### src/rtl/control_unit.sv
// Hardwired control sequencer: fetch (T0-T2), opcode decode, then execute steps
// for load/store/ALU/output instructions. Strobes are Moore outputs of state and IR.
module control_unit (
    input  logic        clk,
    input  logic        clr,
    input  logic [31:0] IR,
    input  logic        Stop,
    output logic        PCout,
    output logic        Zlowout,
    output logic        MDRout,
    output logic        BAout,
    output logic        Rout,
    output logic        Cout,
    output logic        PCin,
    output logic        MARin,
    output logic        MDRin,
    output logic        IRin,
    output logic        Yin,
    output logic        Zin,
    output logic        Rin,
    output logic        CONin,
    output logic        OutportIn,
    output logic        Gra,
    output logic        Grb,
    output logic        Grc,
    output logic        Read,
    output logic        Write,
    output logic [4:0]  ALU_Control,
    output logic        Run
);

    typedef enum logic [3:0] {
        S_RST  = 4'd0,
        S_T0   = 4'd1,
        S_T1   = 4'd2,
        S_T2   = 4'd3,
        S_T3   = 4'd4,
        S_T4   = 4'd5,
        S_T5   = 4'd6,
        S_T6   = 4'd7,
        S_T7   = 4'd8,
        S_HALT = 4'd9
    } state_t;

    localparam logic [4:0] OP_LD   = 5'b00000;
    localparam logic [4:0] OP_LDI  = 5'b00001;
    localparam logic [4:0] OP_ST   = 5'b00010;
    localparam logic [4:0] OP_ADD  = 5'b00011;
    localparam logic [4:0] OP_SUB  = 5'b00100;
    localparam logic [4:0] OP_AND  = 5'b01001;
    localparam logic [4:0] OP_OR   = 5'b01010;
    localparam logic [4:0] OP_ADDI = 5'b01011;
    localparam logic [4:0] OP_ANDI = 5'b01100;
    localparam logic [4:0] OP_ORI  = 5'b01101;
    localparam logic [4:0] OP_OUT  = 5'b10111;
    localparam logic [4:0] OP_HALT = 5'b11011;

    localparam logic [4:0] ALU_ADD   = 5'd2;
    localparam logic [4:0] ALU_SUB   = 5'd3;
    localparam logic [4:0] ALU_AND   = 5'd4;
    localparam logic [4:0] ALU_OR    = 5'd5;
    localparam logic [4:0] ALU_INCPC = 5'd12;

    state_t     state_q;
    state_t     last_state;
    logic [4:0] opcode;
    logic [4:0] alu_code;
    logic       is_ld, is_ldi, is_st, is_alu_reg, is_alu_imm, is_out, is_halt;
    logic       is_addr;
    logic       unused_ir;

    assign opcode    = IR[31:27];
    assign unused_ir = ^IR[26:0];

    assign is_ld      = (opcode == OP_LD);
    assign is_ldi     = (opcode == OP_LDI);
    assign is_st      = (opcode == OP_ST);
    assign is_alu_reg = (opcode == OP_ADD) || (opcode == OP_SUB) ||
                        (opcode == OP_AND) || (opcode == OP_OR);
    assign is_alu_imm = (opcode == OP_ADDI) || (opcode == OP_ANDI) ||
                        (opcode == OP_ORI);
    assign is_out     = (opcode == OP_OUT);
    assign is_halt    = (opcode == OP_HALT);
    assign is_addr    = is_ld || is_ldi || is_st;

    always_comb begin
        alu_code = ALU_ADD;
        case (opcode)
            OP_SUB:           alu_code = ALU_SUB;
            OP_AND, OP_ANDI:  alu_code = ALU_AND;
            OP_OR,  OP_ORI:   alu_code = ALU_OR;
            default:          alu_code = ALU_ADD;
        endcase
    end

    // Final step of the current opcode; nop and undefined opcodes end after fetch.
    always_comb begin
        last_state = S_T2;
        if (is_ld || is_st)
            last_state = S_T7;
        else if (is_ldi || is_alu_reg || is_alu_imm)
            last_state = S_T5;
        else if (is_out || is_halt)
            last_state = S_T3;
    end

    always_ff @(posedge clk) begin
        if (clr) begin
            state_q <= S_RST;
        end else begin
            case (state_q)
                S_RST:   state_q <= Stop ? S_HALT : S_T0;
                S_HALT:  state_q <= S_HALT;
                default: begin
                    if (state_q == S_T3 && is_halt)
                        state_q <= S_HALT;
                    else if (state_q == last_state)
                        state_q <= Stop ? S_HALT : S_T0;
                    else
                        state_q <= state_t'(state_q + 4'd1);
                end
            endcase
        end
    end

    always_comb begin
        PCout       = 1'b0;
        Zlowout     = 1'b0;
        MDRout      = 1'b0;
        BAout       = 1'b0;
        Rout        = 1'b0;
        Cout        = 1'b0;
        PCin        = 1'b0;
        MARin       = 1'b0;
        MDRin       = 1'b0;
        IRin        = 1'b0;
        Yin         = 1'b0;
        Zin         = 1'b0;
        Rin         = 1'b0;
        CONin       = 1'b0;
        OutportIn   = 1'b0;
        Gra         = 1'b0;
        Grb         = 1'b0;
        Grc         = 1'b0;
        Read        = 1'b0;
        Write       = 1'b0;
        ALU_Control = 5'd0;
        Run         = (state_q != S_HALT);

        case (state_q)
            S_T0: begin
                PCout       = 1'b1;
                MARin       = 1'b1;
                Zin         = 1'b1;
                ALU_Control = ALU_INCPC;
            end
            S_T1: begin
                Zlowout = 1'b1;
                PCin    = 1'b1;
                Read    = 1'b1;
                MDRin   = 1'b1;
            end
            S_T2: begin
                MDRout = 1'b1;
                IRin   = 1'b1;
            end
            S_T3: begin
                if (is_addr) begin
                    Grb   = 1'b1;
                    BAout = 1'b1;
                    Yin   = 1'b1;
                end else if (is_alu_reg || is_alu_imm) begin
                    Grb  = 1'b1;
                    Rout = 1'b1;
                    Yin  = 1'b1;
                end else if (is_out) begin
                    Gra       = 1'b1;
                    Rout      = 1'b1;
                    OutportIn = 1'b1;
                end
            end
            S_T4: begin
                Zin = 1'b1;
                if (is_addr) begin
                    Cout        = 1'b1;
                    ALU_Control = ALU_ADD;
                end else if (is_alu_reg) begin
                    Grc         = 1'b1;
                    Rout        = 1'b1;
                    ALU_Control = alu_code;
                end else begin
                    Cout        = 1'b1;
                    ALU_Control = alu_code;
                end
            end
            S_T5: begin
                Zlowout = 1'b1;
                if (is_ld || is_st) begin
                    MARin = 1'b1;
                end else begin
                    Gra = 1'b1;
                    Rin = 1'b1;
                end
            end
            S_T6: begin
                MDRin = 1'b1;
                if (is_ld) begin
                    Read = 1'b1;
                end else begin
                    Gra  = 1'b1;
                    Rout = 1'b1;
                end
            end
            S_T7: begin
                if (is_ld) begin
                    MDRout = 1'b1;
                    Gra    = 1'b1;
                    Rin    = 1'b1;
                end else begin
                    Write = 1'b1;
                end
            end
            default: ;
        endcase
    end

endmodule
### config.mk
export PLATFORM = sky130hd
export DESIGN_NAME = control_unit
export DESIGN_NICKNAME = d
export VERILOG_FILES = /design/src/rtl/control_unit.sv
export SDC_FILE = /design/constraint.sdc
export NUM_CORES = 1
export LEC_CHECK = 0
export BUFFER_PORTS_ARGS = -buffer_cell sky130_fd_sc_hd__clkbuf_2
export CAP_MARGIN = 20
export CORE_MARGIN = 2
export CORE_UTILIZATION = 37
export CTS_CLUSTER_SIZE = 10
export DETAILED_ROUTE_END_ITERATION = 6
export HOLD_SLACK_MARGIN = 0.12
export PLACE_DENSITY = 0.83
export SYNTH_ARGS = -nofsm -noshare
export SYNTH_HDL_FRONTEND = slang
export SYNTH_SLANG_ARGS = --single-unit
### constraint.sdc
create_clock -name clk -period 2.05 [get_ports clk]
set_clock_uncertainty 0.1 [all_clocks]
set_input_delay 0.5125 -clock clk [delete_from_list [all_inputs] [get_ports clk]]
set_output_delay 0.5125 -clock clk [all_outputs]
set_load 0.01 [all_outputs]
==> results.md, run 1 <==
* Initial antenna violation count at 0
* Final setup fails at 12
* Drt pass-1 iters at 6
* Clk pin slew, worst setup/hold paths at 40 ps
* Min Tclk post-route at 2182 ps
* Aggregate global-route resource usage at 0.2453
* Number of enable-type register cells in the synthesized netlist at 0
* Yosys Warn Count at 0
* Floorplan die width at 52.90 microns
* Power density over the cells at 509.2 mW/mm^2
* Worst Hold End: state_q[3]$_SDFF_PP0_
* CTS HTree Levels at 1
* TritonCTS clock tree: done
* Arrival time worst endpoint at 1570 ps
* Number of clock sinks seen by CTS at 4
* DR DRC count at 0
* Clock latency on the worst-skew pair at 240 ps
* Aggregate global routing overflow at 0
* Via-per-instance ratio at 6.293
* Sequential element share of the synthesized area at 0.09052
* Wire length reported by the detailed router at 4.616 mm
* Top cell type's share of synthesized area at 0.09052
* CTS Buffer Depth at 2
* Source of the worst register-to-register timing path: state_q[1]$_SDFF_PP0_
* Setup repair after global routing missed its margin: yes
* Fin area at 0.001684 sq mm
* Share of flip-flops with an asynchronous set or reset after synthesis at 0
* Biggest register: state_q
* Number of logic stages on the critical path including buffering at 6
* Number of diodes added for antenna fixing at 0
* Largest area contributor in the netlist: dfxtp_1
* Crit. Startpoint: state_q[1]$_SDFF_PP0_
* Crit path required time at 1440 ps
* Weighted congestion at the end of routability-driven global placement at 0.8915
* Final routed wire length divided by cell count at 21.47 microns
* Result of the run: complete, but fails checks
* Leak Pwr at 0.7376 nW
* Number of top-level pins at 61
* Biggest area contributors in the synthesized netlist: dfxtp_1 (9.1%), xnor2_1 (6.9%), ha_1 (5.7%)
* Largest register FFs at 4
* Floorplan Core Area at 0.002233 sq mm
* Final Max Tran Viols at 0
* Leading register cell type out of synthesis: dfxtp_1
* Achievable frequency at 458.3 MHz
* Worst reg2reg path depth at 6
* Fin worst setup slack at -131.8 ps
* Initial standard-cell utilization of the core at 0.3961
* Final critical-path share of the clock period at 1.064
* Maximum number of pins on one net before global-route repair at 14
* Instance area after placement at 0.001186 sq mm
* Count of unique library cells instantiated by Yosys at 43
* DP HPWL at 2.001 mm
* Delay of the slowest cell on the worst path at 370 ps
* Worst IR Drop VDD at 0.0003778 V
* Share of layout cells above drive strength 1 at 0.6096
* Syn Area/Cell at 6.753 sq um
* Post-synthesis cell count at 131
* TritonCTS Buffers at 3
* Worst min-delay path class: in -> reg
* Number of port buffers at 31
* Rows at 17
* Total power consumption of the routed design at 0.8576 mW
* End-of-flow core utilization at 0.7541
* Root buffer cell: clkbuf_4
* Launch instance of the worst min-delay path: clr
* Max_cap viols at 0
* Via Count at 1353
* FILL cells at 134
* Cell class contributing the biggest share of worst-path delay: flip-flops
* Ordered cell list for the critical path: inv_4 -> ha_4 -> nor2b_4 -> and2_1 -> o21a_1 -> buf_2
* Height of the chip at 52.90 microns
* Reg2Reg Setup Slack at 410 ps
* Final Net Count at 228
* Die ar. at 0.002798 sq mm
* Synth Cell Area at 884.6 sq um
* Cell with the biggest individual delay on the critical path: dfxtp_4
* Crit Path Category: reg -> out
* Terminus of the critical flop-to-flop path: state_q[2]$_SDFF_PP0_
* #FFs+latches synth at 4
* Global-route wire length before repair at 5.064 mm
* Registers with the most flip-flops: state_q (4)
* Number of hold-slack violations in the final timing report at 0
* Largest fanout on the critical path at 4
* DRC violation total after the first TritonRoute iteration at 98
* CP bufs+invs at 2
* Instance count along the most critical hold path at 2
* Worst setup SP type: register
* ANT nets after route at 0
* Sort of element at the end of the critical path: output pin
* Most frequent cell after synthesis: nand2_1
* Violations in the final reports: negative setup slack
* Number of global-route vias before repair at 1153
* Area growth from synthesis to final layout at 90.38%
* Leading post-synthesis cells by instance count: nand2_1 (12), nor2_1 (11), a21oi_1 (9)
## stage by stage
stage	setup TNS, ps	hold slack (ps)	setup WS (ps)	cells
4_1_cts	-135.8	381.5	-36.70	210
6_report	-848.2	402.7	-131.8	215
3_5_place_dp	-1407	507.0	-173.6	200
2_1_floorplan	-141.9	363.5	-81.31	132
5_1_grt	-1685	414.0	-187.9	215
3_3_place_gp	-1083	479.3	-134.1	200
## placed cells by master (no fill, tap or decap), types with 3 or more instances in the layout
cell type / instances
clkbuf_4: 3
xnor2_1: 6
o21a_1: 3
inv_1: 3
buf_2: 6
nor2b_4: 3
buf_4: 26
and2_1: 3
nand3_1: 3
buf_8: 3
buf_6: 8
nand2_1: 11
nand3b_1: 3
a21oi_2: 3
nand2b_4: 3
nor2_1: 5
nor2_4: 3
a21oi_1: 6
ha_4: 3
clkbuf_2: 17
nor2_2: 3
## worst max-delay path by stage
stage                            endpoint  slack, ps
floorplan                            Rout        -80
global placement                      Gra       -130
detailed placement  state_q[3]$_SDFF_PP0_       -170
CTS                                   Gra        -40
global route               ALU_Control[1]       -190
finish                     ALU_Control[1]       -130
## kinds of logic after synthesis
| group | synth area share |
|---|---|
| compound gates | 0.2376 |
| mux | 0.02263 |
| buf+inv | 0.1245 |
| flops | 0.09053 |
| fa+ha+maj | 0.05658 |
| simple gates | 0.3847 |
| other cells | 0.004239 |
| xor+xnor | 0.07921 |
## power by group
group	switching [mW]	internal, mW
clock	0.0366	0.0658
combinational	0.338	0.280
sequential	0.0377	0.0990
total	0.413	0.445
## per-layer routing
metal | global-route usage | vias up | part of all wire
met5 | 0 | - | 0
met4 | 0.1026 | 0 | 0.059
met3 | 0.04802 | 35 | 0.11
met2 | 0.4354 | 138 | 0.46
met1 | 0.2833 | 613 | 0.36
li1 | - | 567 | -
## cell type report
class,instances,area [sq um],area share
inverters,7,36.28,0.02155
multi-input cells,108,950.9,0.5646
clock buffers,3,22.52,0.01337
well taps,28,35.03,0.02080
flip-flops and latches,4,90.09,0.05349
repair buffers,65,549.3,0.3262
## repair_timing
| action | in CTS | in global routing |
|---|---|---|
| buffers inserted | 7 | 5 |
| gates resized for setup | 42 | 57 |
| setup endpoints to repair | 15 | 17 |
| gates cloned | 0 | 1 |
| pin swaps | 14 | 20 |
| hold buffers | 0 | 0 |
No activity file was read; power rests on OpenSTA's default activity.
==> run 2: changes to the inputs <==
--- a/config.mk
+++ b/config.mk
@@ -8,11 +8,11 @@
 export BUFFER_PORTS_ARGS = -buffer_cell sky130_fd_sc_hd__clkbuf_2
 export CAP_MARGIN = 20
 export CORE_MARGIN = 2
-export CORE_UTILIZATION = 37
+export CORE_UTILIZATION = 41
 export CTS_CLUSTER_SIZE = 10
 export DETAILED_ROUTE_END_ITERATION = 6
 export HOLD_SLACK_MARGIN = 0.12
-export PLACE_DENSITY = 0.83
+export PLACE_DENSITY = 0.87
 export SYNTH_ARGS = -nofsm -noshare
 export SYNTH_HDL_FRONTEND = slang
 export SYNTH_SLANG_ARGS = --single-unit
==> constraint.sdc (replaced) <==
create_clock -name clk -period 2.3 [get_ports clk]
set_clock_uncertainty 0.1 [all_clocks]
set_input_delay 0.575 -clock clk [delete_from_list [all_inputs] [get_ports clk]]
set_output_delay 0.575 -clock clk [all_outputs]
set_load 0.01 [all_outputs]
==> run 2 against run 1 <==
  * Sequential cell count did not move
  * Die area fell by 9.0%
  * Final area fell by 17%
  * Sequential share of layout area rose by 0.50 points
  * The flow still finishes with violations (negative setup slack)
  * Setup slack improved by 85 ps
  * First-iteration DRC count fell by 1.0%
==> results.md, run 2 (synthesis results as in run 1) <==
* Drt pass-1 iters at 6
* Floorplan Core Area at 0.002002 sq mm
* Setup repair after global routing missed its margin: yes
* DP Worst Slack at -123.9 ps
* Leak Pwr at 0.6289 nW
* Fin worst setup slack at -46.83 ps
* Sum Neg Setup Slack at -164.4 ps
* Number of global-route vias before repair at 1116
* Maximum number of pins on one net before global-route repair at 14
* Power density over the cells at 467.5 mW/mm^2
* Aggregate global-route resource usage at 0.2456
* Number of diodes added for antenna fixing at 0
* Height of the chip at 50.45 microns
* Crit Path Category: reg -> out
* Share of layout cells above drive strength 1 at 0.4659
* FILL cells at 136
* Wire length reported by the detailed router at 3.749 mm
* Min Tclk post-route at 2347 ps
* Source of the worst register-to-register timing path: state_q[2]$_SDFF_PP0_
* DP HPWL at 2.163 mm
* Biggest register: state_q
* Aggregate global routing overflow at 0
* TritonCTS Buffers at 3
* Via Count at 1299
* Top library cells by usage in the layout, fill and taps aside: clkbuf_2 (27), buf_4 (22), nand2_1 (12)
* Number of hold-slack violations in the final timing report at 0
* Die ar. at 0.002545 sq mm
* Worst min-delay path class: in -> reg
* Weighted congestion at the end of routability-driven global placement at 0.9498
* DRC violation total after the first TritonRoute iteration at 97
* Registers with the most flip-flops: state_q (4)
* GR Util met3 at 0.03274
* Delay of the slowest cell on the worst path at 370 ps
* Most frequent standard cell in the layout excluding fill and tap cells: clkbuf_2
* Max_cap viols at 0
* Initial antenna violation count at 0
* Arrival time worst endpoint at 1670 ps
* CTS Buffer Depth at 2
* Cell with the biggest individual delay on the critical path: dfxtp_1
* Instance area after placement at 0.001146 sq mm
* Violations in the final reports: negative setup slack
* Number of top-level pins at 61
* Crit. Startpoint: state_q[0]$_SDFF_PP0_
* TritonCTS clock tree: done
* Hold slack final at 477.3 ps
* Worst setup SP type: register
* Via-per-instance ratio at 6.399
* Largest register FFs at 4
* Final Max Tran Viols at 0
* Initial standard-cell utilization of the core at 0.4419
* Most Used Layer, Global Route: met2
* Final setup fails at 6
* Floorplan die width at 50.45 microns
* Clock latency on the worst-skew pair at 240 ps
* Final Net Count at 217
* Fin area at 0.001391 sq mm
* Launch instance of the worst min-delay path: clr
* Area growth from synthesis to final layout at 57.28%
* Hold buffers post-CTS at 0
* Global-route wire length before repair at 4.857 mm
* ANT nets after route at 0
* Area taken by flip-flops and latches at 81.33 sq um
* End-of-flow core utilization at 0.6950
* Number of port buffers at 31
* Ordered cell list for the critical path: buf_4 -> ha_1 -> mux2i_1 -> nor2_1 -> o21a_1 -> clkbuf_2
* Sort of element at the end of the critical path: output pin
* Final routed wire length divided by cell count at 18.47 microns
* M1 GR Usage at 0.2591
* Result of the run: complete, but fails checks
* Clk pin slew, worst setup/hold paths at 40 ps
* Combined area of the multi-input logic cells at 853.3 sq um
* Largest fanout on the critical path at 5
* Crit path required time at 1620 ps
* CTS HTree Levels at 1
* Final critical-path share of the clock period at 1.020
* Achievable frequency at 426.1 MHz
* Met2 layer usage reported by global route at 0.4539
* Root buffer cell: clkbuf_4
* Number of clock sinks seen by CTS at 4
* Rows at 16
* DR DRC count at 0
* Worst IR Drop VDD at 0.0003901 V
[run 2: cell count changes in the layout (fill, tap and decap cells not counted), moves of 3 or more]
cell and delta:
buf_2 -6, buf_4 -4, buf_6 -5, clkbuf_2 +10, dfxtp_1 +3, inv_1 +3
nor2_1 +3, nor2_2 -3
[run 2: cell type report]
type	instances	area share
Multi-Input combinational cell	108	0.6133
Timing Repair Buffer	54	0.2689
Sequential cell	4	0.05845
Tap cell	27	0.02428
Inverter	7	0.01888
Clock buffer	3	0.01619
[run 2: layer usage]
metal / routed length, microns / up-vias / part of all wire
li1: - / 549 / -
met2: 1797 / 143 / 0.48
met3: 448 / 32 / 0.12
met5: 0 / - / 0
met4: 227 / 0 / 0.061
met1: 1275 / 575 / 0.34
[run 2: critical path, delay by kind of cell (launching register included)]
kind	cells	cell delay, ps
adders and majority gates	1	310
AOI/OAI and AO/OA	1	150
buffers and inverters	2	310
and+or+nand+nor	1	160
muxes	1	140
DFF	1	370
[run 2: report_power, final]
part | total, mW | switching [mW] | internal [mW]
sequential | 0.109 | 0.0242 | 0.0844
combinational | 0.449 | 0.257 | 0.192
clock | 0.0931 | 0.0344 | 0.0587
total | 0.650 | 0.316 | 0.335
[run 2: worst paths after layout]
check / to / slack (ps) / cells past startpoint
setup reg to reg: state_q[3]$_SDFF_PP0_ / 520 / 5
hold reg to reg: state_q[0]$_SDFF_PP0_ / 610 / 2
setup / recovery: Read / -50 / 6
hold / removal: state_q[2]$_SDFF_PP0_ / 480 / 2
[run 2: through the flow]
stage / power [mW] / cells
detailed placement: 0.4580 / 195
floorplan: 0.3452 / 132
CTS: 0.5577 / 199
finish: 0.6505 / 203
global route: 0.6778 / 203
global placement: 0.4383 / 195
[run 2: timing repair]
item | in CTS | in global routing
endpoints found under the setup margin | 5 | 13
resized for setup | 8 | 37
endpoints found under the hold margin | 0 | 0
pin swaps | 2 | 4
setup buffers | 1 | 3
cloned | 0 | 1
